`config.mk`:
```
export PLATFORM = sky130hd
export DESIGN_NAME = ysyx_22050710_mem_stage
export DESIGN_NICKNAME = d
export VERILOG_FILES = /design/src/rtl/ysyx_22050710_mem_stage.sv
export SDC_FILE = /design/constraint.sdc
export NUM_CORES = 1
export LEC_CHECK = 0
export ABC_CLOCK_PERIOD_IN_PS = 3050
export BUFFER_PORTS_ARGS = -buffer_cell sky130_fd_sc_hd__buf_2
export CORE_AREA = 4 4 487 489
export DETAILED_ROUTE_END_ITERATION = 10
export DIE_AREA = 0 0 491 493
export PLACE_DENSITY_LB_ADDON = 0.15
export SYNTH_ARGS = -nofsm -noshare
export SYNTH_HDL_FRONTEND = slang
export SYNTH_SLANG_ARGS = --single-unit
```
`constraint.sdc`:
```
create_clock -name i_clk -period 3.05 [get_ports i_clk]
set_input_delay 0.1525 -clock i_clk [delete_from_list [all_inputs] [get_ports i_clk]]
set_output_delay 0.1525 -clock i_clk [all_outputs]
set_load 0.03 [all_outputs]
```
`src/rtl/ysyx_22050710_mem_stage.sv`:
```
// ysyx_22050710_mem_stage
//
// Memory-access pipeline stage between execute and write-back. It latches the execute bus
// under valid/allowin handshaking and issues loads and stores on a two-phase (addr_ok /
// data_ok) data bus. It aligns and extends load data and forwards the final GPR/CSR write
// information to write-back. It also drives a bypass bus to decode and carries the debug
// bus one stage forward.
//
// Ports:
//   i_clk, i_rst               clock; synchronous active-high reset
//   o_ms_allowin               stage can take a new entry this cycle
//   i_es_to_ms_valid/_bus      entry from execute
//   i_ws_allowin               write-back can accept
//   o_ms_to_ws_valid/_bus      {gpr_wen, rd, gpr_final_result, csr_wen, csr, csr_final_result}
//   o_ms_to_ds_bypass_bus      {fwd_ready, rd, gpr_data, csr, csr_data}
//   o_data_req/_wr/_addr/_wdata/_wmask, i_data_addr_ok     request phase
//   i_data_data_ok, i_data_rdata                           response phase
//   i_debug_es_to_ms_bus / o_debug_ms_to_ws_bus            debug fields, passed through
//
// Configuration macro: YSYX_22050710_MS_BYPASS_EN
//   defined   -> bypass bus is driven from the stage contents
//   undefined -> bypass bus is tied to zero (decode relies on interlock)

module ysyx_22050710_mem_stage #(
  parameter int unsigned WORD_WD         = 64,
  parameter int unsigned GPR_ADDR_WD     = 5,
  parameter int unsigned CSR_ADDR_WD     = 12,
  parameter int unsigned ES_TO_MS_BUS_WD = 288,
  parameter int unsigned MS_TO_WS_BUS_WD = 147,
  parameter int unsigned BYPASS_BUS_WD   = 146,
  parameter int unsigned DEBUG_BUS_WD    = 1 + 1 + 32 + 64 + 64 + 1 + 64
) (
  input  logic                       i_clk,
  input  logic                       i_rst,
  output logic                       o_ms_allowin,
  input  logic                       i_es_to_ms_valid,
  input  logic [ES_TO_MS_BUS_WD-1:0] i_es_to_ms_bus,
  input  logic                       i_ws_allowin,
  output logic                       o_ms_to_ws_valid,
  output logic [MS_TO_WS_BUS_WD-1:0] o_ms_to_ws_bus,
  output logic [BYPASS_BUS_WD-1:0]   o_ms_to_ds_bypass_bus,
  output logic                       o_data_req,
  output logic                       o_data_wr,
  output logic [WORD_WD-1:0]         o_data_addr,
  output logic [WORD_WD-1:0]         o_data_wdata,
  output logic [7:0]                 o_data_wmask,
  input  logic                       i_data_addr_ok,
  input  logic                       i_data_data_ok,
  input  logic [WORD_WD-1:0]         i_data_rdata,
  input  logic [DEBUG_BUS_WD-1:0]    i_debug_es_to_ms_bus,
  output logic [DEBUG_BUS_WD-1:0]    o_debug_ms_to_ws_bus
);

  // Execute-bus fields, MSB first. The used fields fill the low bits of the bus.
  typedef struct packed {
    logic                   mem_en;
    logic                   mem_wr;
    logic [2:0]             mem_op;
    logic [WORD_WD-1:0]     mem_addr;
    logic [WORD_WD-1:0]     mem_wdata;
    logic                   gpr_wen;
    logic [GPR_ADDR_WD-1:0] rd;
    logic [WORD_WD-1:0]     alu_result;
    logic                   csr_wen;
    logic [CSR_ADDR_WD-1:0] csr;
    logic [WORD_WD-1:0]     csr_result;
  } es_bus_t;

  localparam int unsigned EsUsedWd = $bits(es_bus_t);

  typedef enum logic [1:0] {StIdle, StWait, StDone} state_e;

  state_e                  state_q;
  logic                    ms_valid_q;
  es_bus_t                 es_q;
  logic [DEBUG_BUS_WD-1:0] debug_q;
  logic [WORD_WD-1:0]      rdata_q;

  logic ms_ready_go;
  logic handoff;

  // Padding bits above the used fields carry no information.
  logic unused_es_pad;
  assign unused_es_pad = ^i_es_to_ms_bus[ES_TO_MS_BUS_WD-1:EsUsedWd];

  assign ms_ready_go      = !es_q.mem_en || (state_q == StDone);
  assign o_ms_allowin     = !ms_valid_q || (ms_ready_go && i_ws_allowin);
  assign o_ms_to_ws_valid = ms_valid_q && ms_ready_go;
  assign handoff          = o_ms_to_ws_valid && i_ws_allowin;
  assign o_data_req       = ms_valid_q && es_q.mem_en && (state_q == StIdle);

  always_ff @(posedge i_clk) begin
    if (i_rst) begin
      state_q    <= StIdle;
      ms_valid_q <= 1'b0;
      es_q       <= '0;
      debug_q    <= '0;
      rdata_q    <= '0;
    end else begin
      if (o_ms_allowin) begin
        ms_valid_q <= i_es_to_ms_valid;
      end
      if (i_es_to_ms_valid && o_ms_allowin) begin
        es_q    <= es_bus_t'(i_es_to_ms_bus[EsUsedWd-1:0]);
        debug_q <= i_debug_es_to_ms_bus;
      end
      // Responses are only taken in StWait, so stale or stray data_ok pulses are dropped.
      unique case (state_q)
        StIdle: begin
          if (o_data_req && i_data_addr_ok) begin
            state_q <= StWait;
          end
        end
        StWait: begin
          if (i_data_data_ok) begin
            state_q <= StDone;
            rdata_q <= i_data_rdata;
          end
        end
        StDone: begin
          if (handoff) begin
            state_q <= StIdle;
          end
        end
        default: state_q <= StIdle;
      endcase
    end
  end

  // Request phase. Outputs derive only from registered state, so they hold until addr_ok.
  logic [2:0]         byte_off;
  logic [5:0]         bit_off;
  logic [7:0]         size_mask;
  logic [WORD_WD-1:0] shifted;
  logic [WORD_WD-1:0] load_data;
  logic [WORD_WD-1:0] gpr_final_result;

  assign byte_off = es_q.mem_addr[2:0];
  assign bit_off  = {byte_off, 3'b000};

  always_comb begin
    size_mask = 8'h01;
    unique case (es_q.mem_op[1:0])
      2'b00:   size_mask = 8'h01;
      2'b01:   size_mask = 8'h03;
      2'b10:   size_mask = 8'h0f;
      2'b11:   size_mask = 8'hff;
      default: size_mask = 8'h01;
    endcase
  end

  assign o_data_wr    = o_data_req && es_q.mem_wr;
  assign o_data_addr  = o_data_req ? {es_q.mem_addr[WORD_WD-1:3], 3'b000} : '0;
  assign o_data_wdata = o_data_req ? (es_q.mem_wdata << bit_off) : '0;
  assign o_data_wmask = o_data_req ? (size_mask << byte_off) : 8'h00;

  // Load alignment and extension.
  assign shifted = rdata_q >> bit_off;

  always_comb begin
    load_data = shifted;
    case (es_q.mem_op)
      3'b000:  load_data = {{56{shifted[7]}}, shifted[7:0]};
      3'b001:  load_data = {{48{shifted[15]}}, shifted[15:0]};
      3'b010:  load_data = {{32{shifted[31]}}, shifted[31:0]};
      3'b011:  load_data = shifted;
      3'b100:  load_data = {56'd0, shifted[7:0]};
      3'b101:  load_data = {48'd0, shifted[15:0]};
      3'b110:  load_data = {32'd0, shifted[31:0]};
      default: load_data = shifted;
    endcase
  end

  assign gpr_final_result = (es_q.mem_en && !es_q.mem_wr) ? load_data : es_q.alu_result;

  assign o_ms_to_ws_bus = {es_q.gpr_wen, es_q.rd, gpr_final_result,
                           es_q.csr_wen, es_q.csr, es_q.csr_result};

  assign o_debug_ms_to_ws_bus = debug_q;

`ifdef YSYX_22050710_MS_BYPASS_EN
  always_comb begin
    o_ms_to_ds_bypass_bus = '0;
    if (ms_valid_q) begin
      o_ms_to_ds_bypass_bus = {ms_ready_go,
                               es_q.gpr_wen ? es_q.rd : {GPR_ADDR_WD{1'b0}},
                               es_q.gpr_wen ? gpr_final_result : {WORD_WD{1'b0}},
                               es_q.csr_wen ? es_q.csr : {CSR_ADDR_WD{1'b0}},
                               es_q.csr_wen ? es_q.csr_result : {WORD_WD{1'b0}}};
    end
  end
`else
  assign o_ms_to_ds_bypass_bus = '0;
`endif

endmodule

```
==> Word level (Yosys, flattened, before mapping) <==
Index checks and enable logic that the tools add are counted.
W data, S select, Z words.
{ "op_classes": {"eq_ne": 13, "order_cmp": 0, "mux": 10, "n_addsub": 0, "n_mul": 0, "shifts": 3, "bitwise": 0, "n_reduce_logical": 19, "div_mod_pow": 0} }
{ "ops": {"columns": ["cell", "n"], "rows": [
  ["$pmux W64 S6", 1],
  ["$mux W64", 3],
  ["$shl A64 B6 Y64", 1],
  ["$shr A64 B6 Y64", 1],
  ["$pmux W8 S4", 1],
  ["$eq A3 B3 Y1 const B", 3],
  ["$logic_and A1 B1 Y1", 9],
  ["$mux W8", 1],
  ["$shl A8 B3 Y8", 1],
  ["$eq A2 B2 Y1 const B", 3],
  ["$mux W2", 3],
  ["$pmux W2 S3", 1],
  ["$eq A2 B1 Y1 const B", 2],
  ["$logic_not A2 Y1", 2],
  ["$ne A2 B2 Y1 const B", 2],
  ["$eq A3 B1 Y1 const B", 1],
  ["$eq A3 B2 Y1 const B", 1],
  ["$logic_not A1 Y1", 3],
  ["$logic_not A3 Y1", 1],
  ["$reduce_and A3 Y1", 1],
  ["$logic_or A1 B1 Y1", 2],
  ["$ne A2 B1 Y1 const B", 1],
  ["$reduce_and A2 Y1", 1]
]} }
{ "word_totals": {"regBits": 574, "mem_count": 0, "rom_bits": 0, "ramBits": 0, "out_inout_bits": 660, "in_bits": 585, "latchBits": 0} }

==> Depth between registers and ports, before layout <==
{ "logic_depth": {"depth_word": 6, "ltp_mapped": 9, "depth_no_buf": 5} }

==> Worst setup path after synthesis <==
No wires, ideal clock.
{ "synth_timing": {"path_kind": "register to output", "from": "register es_q, in the netlist bit_off[3]", "to": "output port o_data_wmask[2]", "path_stages_with_launch": 9, "path_slack_ps": 666, "arrival_time_ps": 2232, "n_path_buf": 6, "required_time_ps": 2897, "cell_sequence": "dfxtp_1 buf_4 buf_4 buf_6 buf_4 buf_4 buf_2 nand2_1 a221oi_1"} }
{ "synth_via": {"elab_chain_len": 2} }
{ "synth_lines": {"columns": ["element", "line_no", "text"], "rows": [
  ["from (decl)", "75", "es_bus_t es_q;"],
  ["from (signal assigned)", "104", "es_q <= es_bus_t'(i_es_to_ms_bus[EsUsedWd-1:0]);"],
  ["$shl A8 B3 Y8", "155", "assign o_data_wmask = o_data_req ? (size_mask << byte_off) : 8'h00;"],
  ["$mux W8", "155", null],
  ["to (decl)", "46", "output logic [7:0] o_data_wmask,"]
]} }
Every way passes these cells.

==> Worst setup path after layout <==
{ "layout_timing": {"from": "register es_q, in the netlist bit_off[4]", "to": "output port o_ms_to_ws_bus[106]"} }
{ "layout_via": {"elab_chain_len": 3} }
{ "layout_lines": {"columns": ["element", "line_no", "text"], "rows": [
  ["$shr A64 B6 Y64", "158", "assign shifted = rdata_q >> bit_off;"],
  ["$pmux W64 S6", "162", "case (es_q.mem_op)"],
  ["$mux W64", "174", "assign gpr_final_result = (es_q.mem_en && !es_q.mem_wr) ? load_data : es_q.alu_result;"],
  ["to (decl)", "40", "output logic [MS_TO_WS_BUS_WD-1:0] o_ms_to_ws_bus,"]
]} }
Every way passes these cells.

==> qor.csv <==
stage,metric,value,unit
status,run_status,"complete, no violations",
timing,drv_slew,0,
worst_setup_path,crit_arrival,2.79,ns
floorplanning,start_util,11.6,%
synthesis,post_synth_instance_area,0.0270,mm2
pwr,p_int,15.8,mW
pwr,p_switching,7.34,mW
global_route,vias_in_the_first_global_route,27481,
worst_setup_path,cp-end-kind,output port,
timing,timing.slew.headroom,34.4,%
worst_setup_path,crit_path_top_delay_cell,a2111oi_4,
worst_setup_path,crit_chain,"buf_12, mux4_2, nand2_2, a2111oi_4, buf_4, o21ai_4, buf_12, o211ai_1, buf_4",
timing,final_period_minus_worst_setup_slack,2.95,ns
finish,post_route_cells_drive_above_1_share,31.7,%
pwr,pwr-share-comb,21.1,%
finish,layout-area-overhead-vs-synth,66.7,%
placement,place.port_buffers,1087,
synthesis,yosysWarningCount,0,
clock_tree,worst_setup_hold_path_clk_slew,0.05,ns
synthesis,synth_enable_flop_cells,0,
routing,drtIter0Drc,1167,
synthesis,number_of_distinct_library_cells_after_synthesis,48,
timing,worst_slew_pin_slew,0.984,ns
routing,routed_wire_length_per_instance,22.4,um
timing,skew,0.0483,ns
floorplanning,fp.dieW,491,um
synthesis,async_flop_share,0,%
placement,routabilityCongestion,0.817,
clock_tree,cts.path.max_buffers,3,
pwr,ir_drop,0.374,mV
clock_tree,skew_pair_late_insertion_delay,0.72,ns
global_route,global_route_wire_length_before_repair,231000,um
routing,totalWireLength,172000,um
worst_hold_path,timing.hold.worst.class,in2reg,
timing,timing.final.crit_share,96.6,%
clock_tree,cts_tree,built,
floorplanning,std_cell_rows,177,
worst_setup_path,r2r_slack,0.26,ns
placement,postPlaceCellArea,0.0352,mm2
synthesis,synth_seq_cells,574,
worst_hold_path,holdPathStages,3,
floorplanning,fp.coreArea,0.232,mm2
routing,route.vias.total,26784,
synthesis,ys_seq_area_share,42.5,%
clock_tree,cts-buffers-inserted,83,
timing,max_freq,339,MHz
placement,post-dp-hpwl,139000,um
worst_setup_path,cp_slowest_stage_delay,0.47,ns
synthesis,netlist_instances,2947,
synthesis,synthXorXnorAreaFrac,0,%
routing,detailedRoute.firstPassIterationCount,5,
worst_setup_path,critPathRequiredTime,2.90,ns
clock_tree,numClockSinks,574,
floorplanning,die_h,493,um
routing,route.detailed.vias_per_inst,3.48,
timing,finalHoldViolCount,0,
worst_setup_path,worstSetupPathType,reg2out,
finish,post-route-cell-area,0.0450,mm2
synthesis,yosys-mux-area-fraction,25.2,%
worst_setup_path,timing.critical_path.max_delay_family,buffers and inverters,
timing,rsz0062_at_grt,true,
pwr,power_density,513,mW/mm2
routing,drc,0,
synthesis,synth-main-ff-cell,dfxtp_1,
pwr,power.share.clock,43.2,%
timing,setup_violations,0,
routing,detail-route-antenna-nets,0,
worst_setup_path,critical_path_depth,9,
global_route,global_route.usage.total,13.5,%
pwr,swShare,31.8,%
floorplanning,die_footprint,0.242,mm2
global_route,grt_start_max_net_pins,96,
synthesis,synth_compound_gate_area_share,6.69,%
pwr,p_seq_share,35.7,%
finish,final_util,19.4,%
finish,nNetsFinal,5141,
floorplanning,top_level_pins,1245,
synthesis,mean_instance_size_in_the_synthesized_netlist,9.17,um2
clock_tree,cts_root_buffer,clkbuf_16,
pwr,leakage,20.2,nW
synthesis,synth_top_family_by_area,multiplexers,
clock_tree,ctsHtreeMaxLevel,3,
global_route,grt_antenna_before_repair,83,
synthesis,synthAdderAreaFrac,0,%
worst_setup_path,worst_r2r_path_depth,8,
global_route,grt_remaining_overflow,0,
synthesis,basic_gate_share_of_the_synthesized_area_counting_and_or_nand_and_nor_cells,15.0,%
worst_setup_path,critPathLaunchType,flip-flop,
flow_run,max_cap_viol_count,0,
worst_setup_path,worst-path-max-fanout,15,
finish,n_fill_cell,26208,
worst_setup_path,cp.buffers_inverters,4,
-- flip-flops by register name (all words and copies together), names as in the netlist --
register              cells
bit_off                   3
es_q                    194
ms_valid_q                1
o_debug_ms_to_ws_bus    227
o_ms_to_ws_bus           83
rdata_q                  64
state_q                   2
-- Yosys cell counts, types with 5 or more instances --
cell type | count | area, um2
nor2_1 | 613 | 2300
mux2i_1 | 604 | 6050
dfxtp_1 | 574 | 11500
buf_4 | 268 | 2010
nand2_1 | 219 | 822
clkbuf_1 | 125 | 469
a21oi_1 | 117 | 586
and2_1 | 77 | 482
buf_2 | 55 | 275
o21ai_0 | 52 | 260
a211oi_1 | 33 | 248
mux4_2 | 29 | 653
nor2b_1 | 25 | 156
and3_1 | 15 | 93.8
a22oi_1 | 13 | 97.6
a31oi_1 | 13 | 81.3
a2bb2oi_1 | 11 | 96.3
a31oi_2 | 10 | 125
mux2_2 | 10 | 113
or3_1 | 10 | 62.6
o22ai_1 | 9 | 56.3
o22a_1 | 8 | 70.1
inv_1 | 7 | 26.3
a211o_1 | 5 | 43.8
-- what timing repair did --
item / in CTS / in global routing
gates resized for setup: 79 / 128
hold buffers: 611 / 0
pin swaps: 8 / 4
gates cloned: 3 / 1
hold endpoints to repair: 574 / 0
buffers inserted: 12 / 8
setup endpoints to repair: 106 / 76
-- power by group through the flow --
stage	sequential [mW]	combinational [mW]	clock (mW)
finish	8.25	4.88	9.97
global route	8.30	5.25	10.7
CTS	8.25	4.92	10.5
detailed placement	8.41	4.08	0
global placement	8.41	4.07	0
floorplan	8.67	2.34	0
-- per-layer routing --
metal	vias to the layer above	track usage, %	wire length (um)
met5	-	0	80
met4	12	2.73	3430
met3	211	4.27	12400
met2	1036	24.0	85500
met1	12685	15.9	71100
li1	12840	-	-
-- kinds of logic (layout without fill, tap and decap cells) --
family,count (synthesis),count (layout)
mux,643,643
other cells,1,184
flops,574,574
buf+inv,463,1982
simple gates,979,979
compound gates,287,287
-- tightest hold or removal path, delay by kind of cell --
family | cells | cell delay (ns)
AO/OA/AOI/OAI | 1 | 0.09
buffers and inverters | 2 | 0.45
-- final cells by class --
type                            instances  area [um2]  area share (%)
Sequential cell                       574       11500            25.5
Clock inverter                         29         424           0.942
Inverter                                8        31.3          0.0694
Antenna cell                           35        87.6           0.194
Tap cell                             3043        3810            8.45
Multi-Input combinational cell       2058       13600            30.1
Clock buffer                          114        2310            5.14
Timing Repair Buffer                 1831       13300            29.5
-- through the flow --
stage          setup slack (ns)  cells  total power [mW]  hold WS, ns  setup TNS [ns]
2_1_floorplan             0.666   3095              11.0        0.270               0
3_3_place_gp              0.193   6879              12.5        0.384               0
3_5_place_dp              0.207   6879              12.5        0.394               0
4_1_cts                 -0.0287   7648              23.7      0.00375         -0.0979
5_1_grt                  -0.108   7681              24.3       0.0385           -1.57
6_report                  0.104   7692              23.1       0.0764               0
-- path summary, 6_finish.rpt --
check                           startpoint             endpoint
worst max register to register  state_q[1]            es_q[225]
worst max-delay path            bit_off[4]  o_ms_to_ws_bus[106]
worst min-delay path                 i_rst          rdata_q[27]
worst min register to register  rdata_q[4]           rdata_q[4]
-- cells in the final DEF (no fill, tap or decap), types with 10 or more instances in the layout --
cell type,netlist,layout
dlygate4sd3_1,0,611
buf_2,55,1032
nor2b_1,25,24
conb_1,1,149
clkbuf_8,0,12
o21ai_1,2,11
o21ai_0,52,41
a21oi_1,117,107
diode_2,0,35
clkinv_2,0,15
a31oi_2,10,12
clkbuf_16,0,84
clkbuf_1,125,19
buf_6,4,29
a211oi_1,33,30
and2_1,77,76
buf_4,268,120
nor2_1,613,605
mux4_2,29,29
buf_12,0,25
mux2_2,10,10
and3_1,15,15
mux2i_1,604,598
dfxtp_1,574,568
nand2_1,219,216
Power figures use the tool's default switching activity.
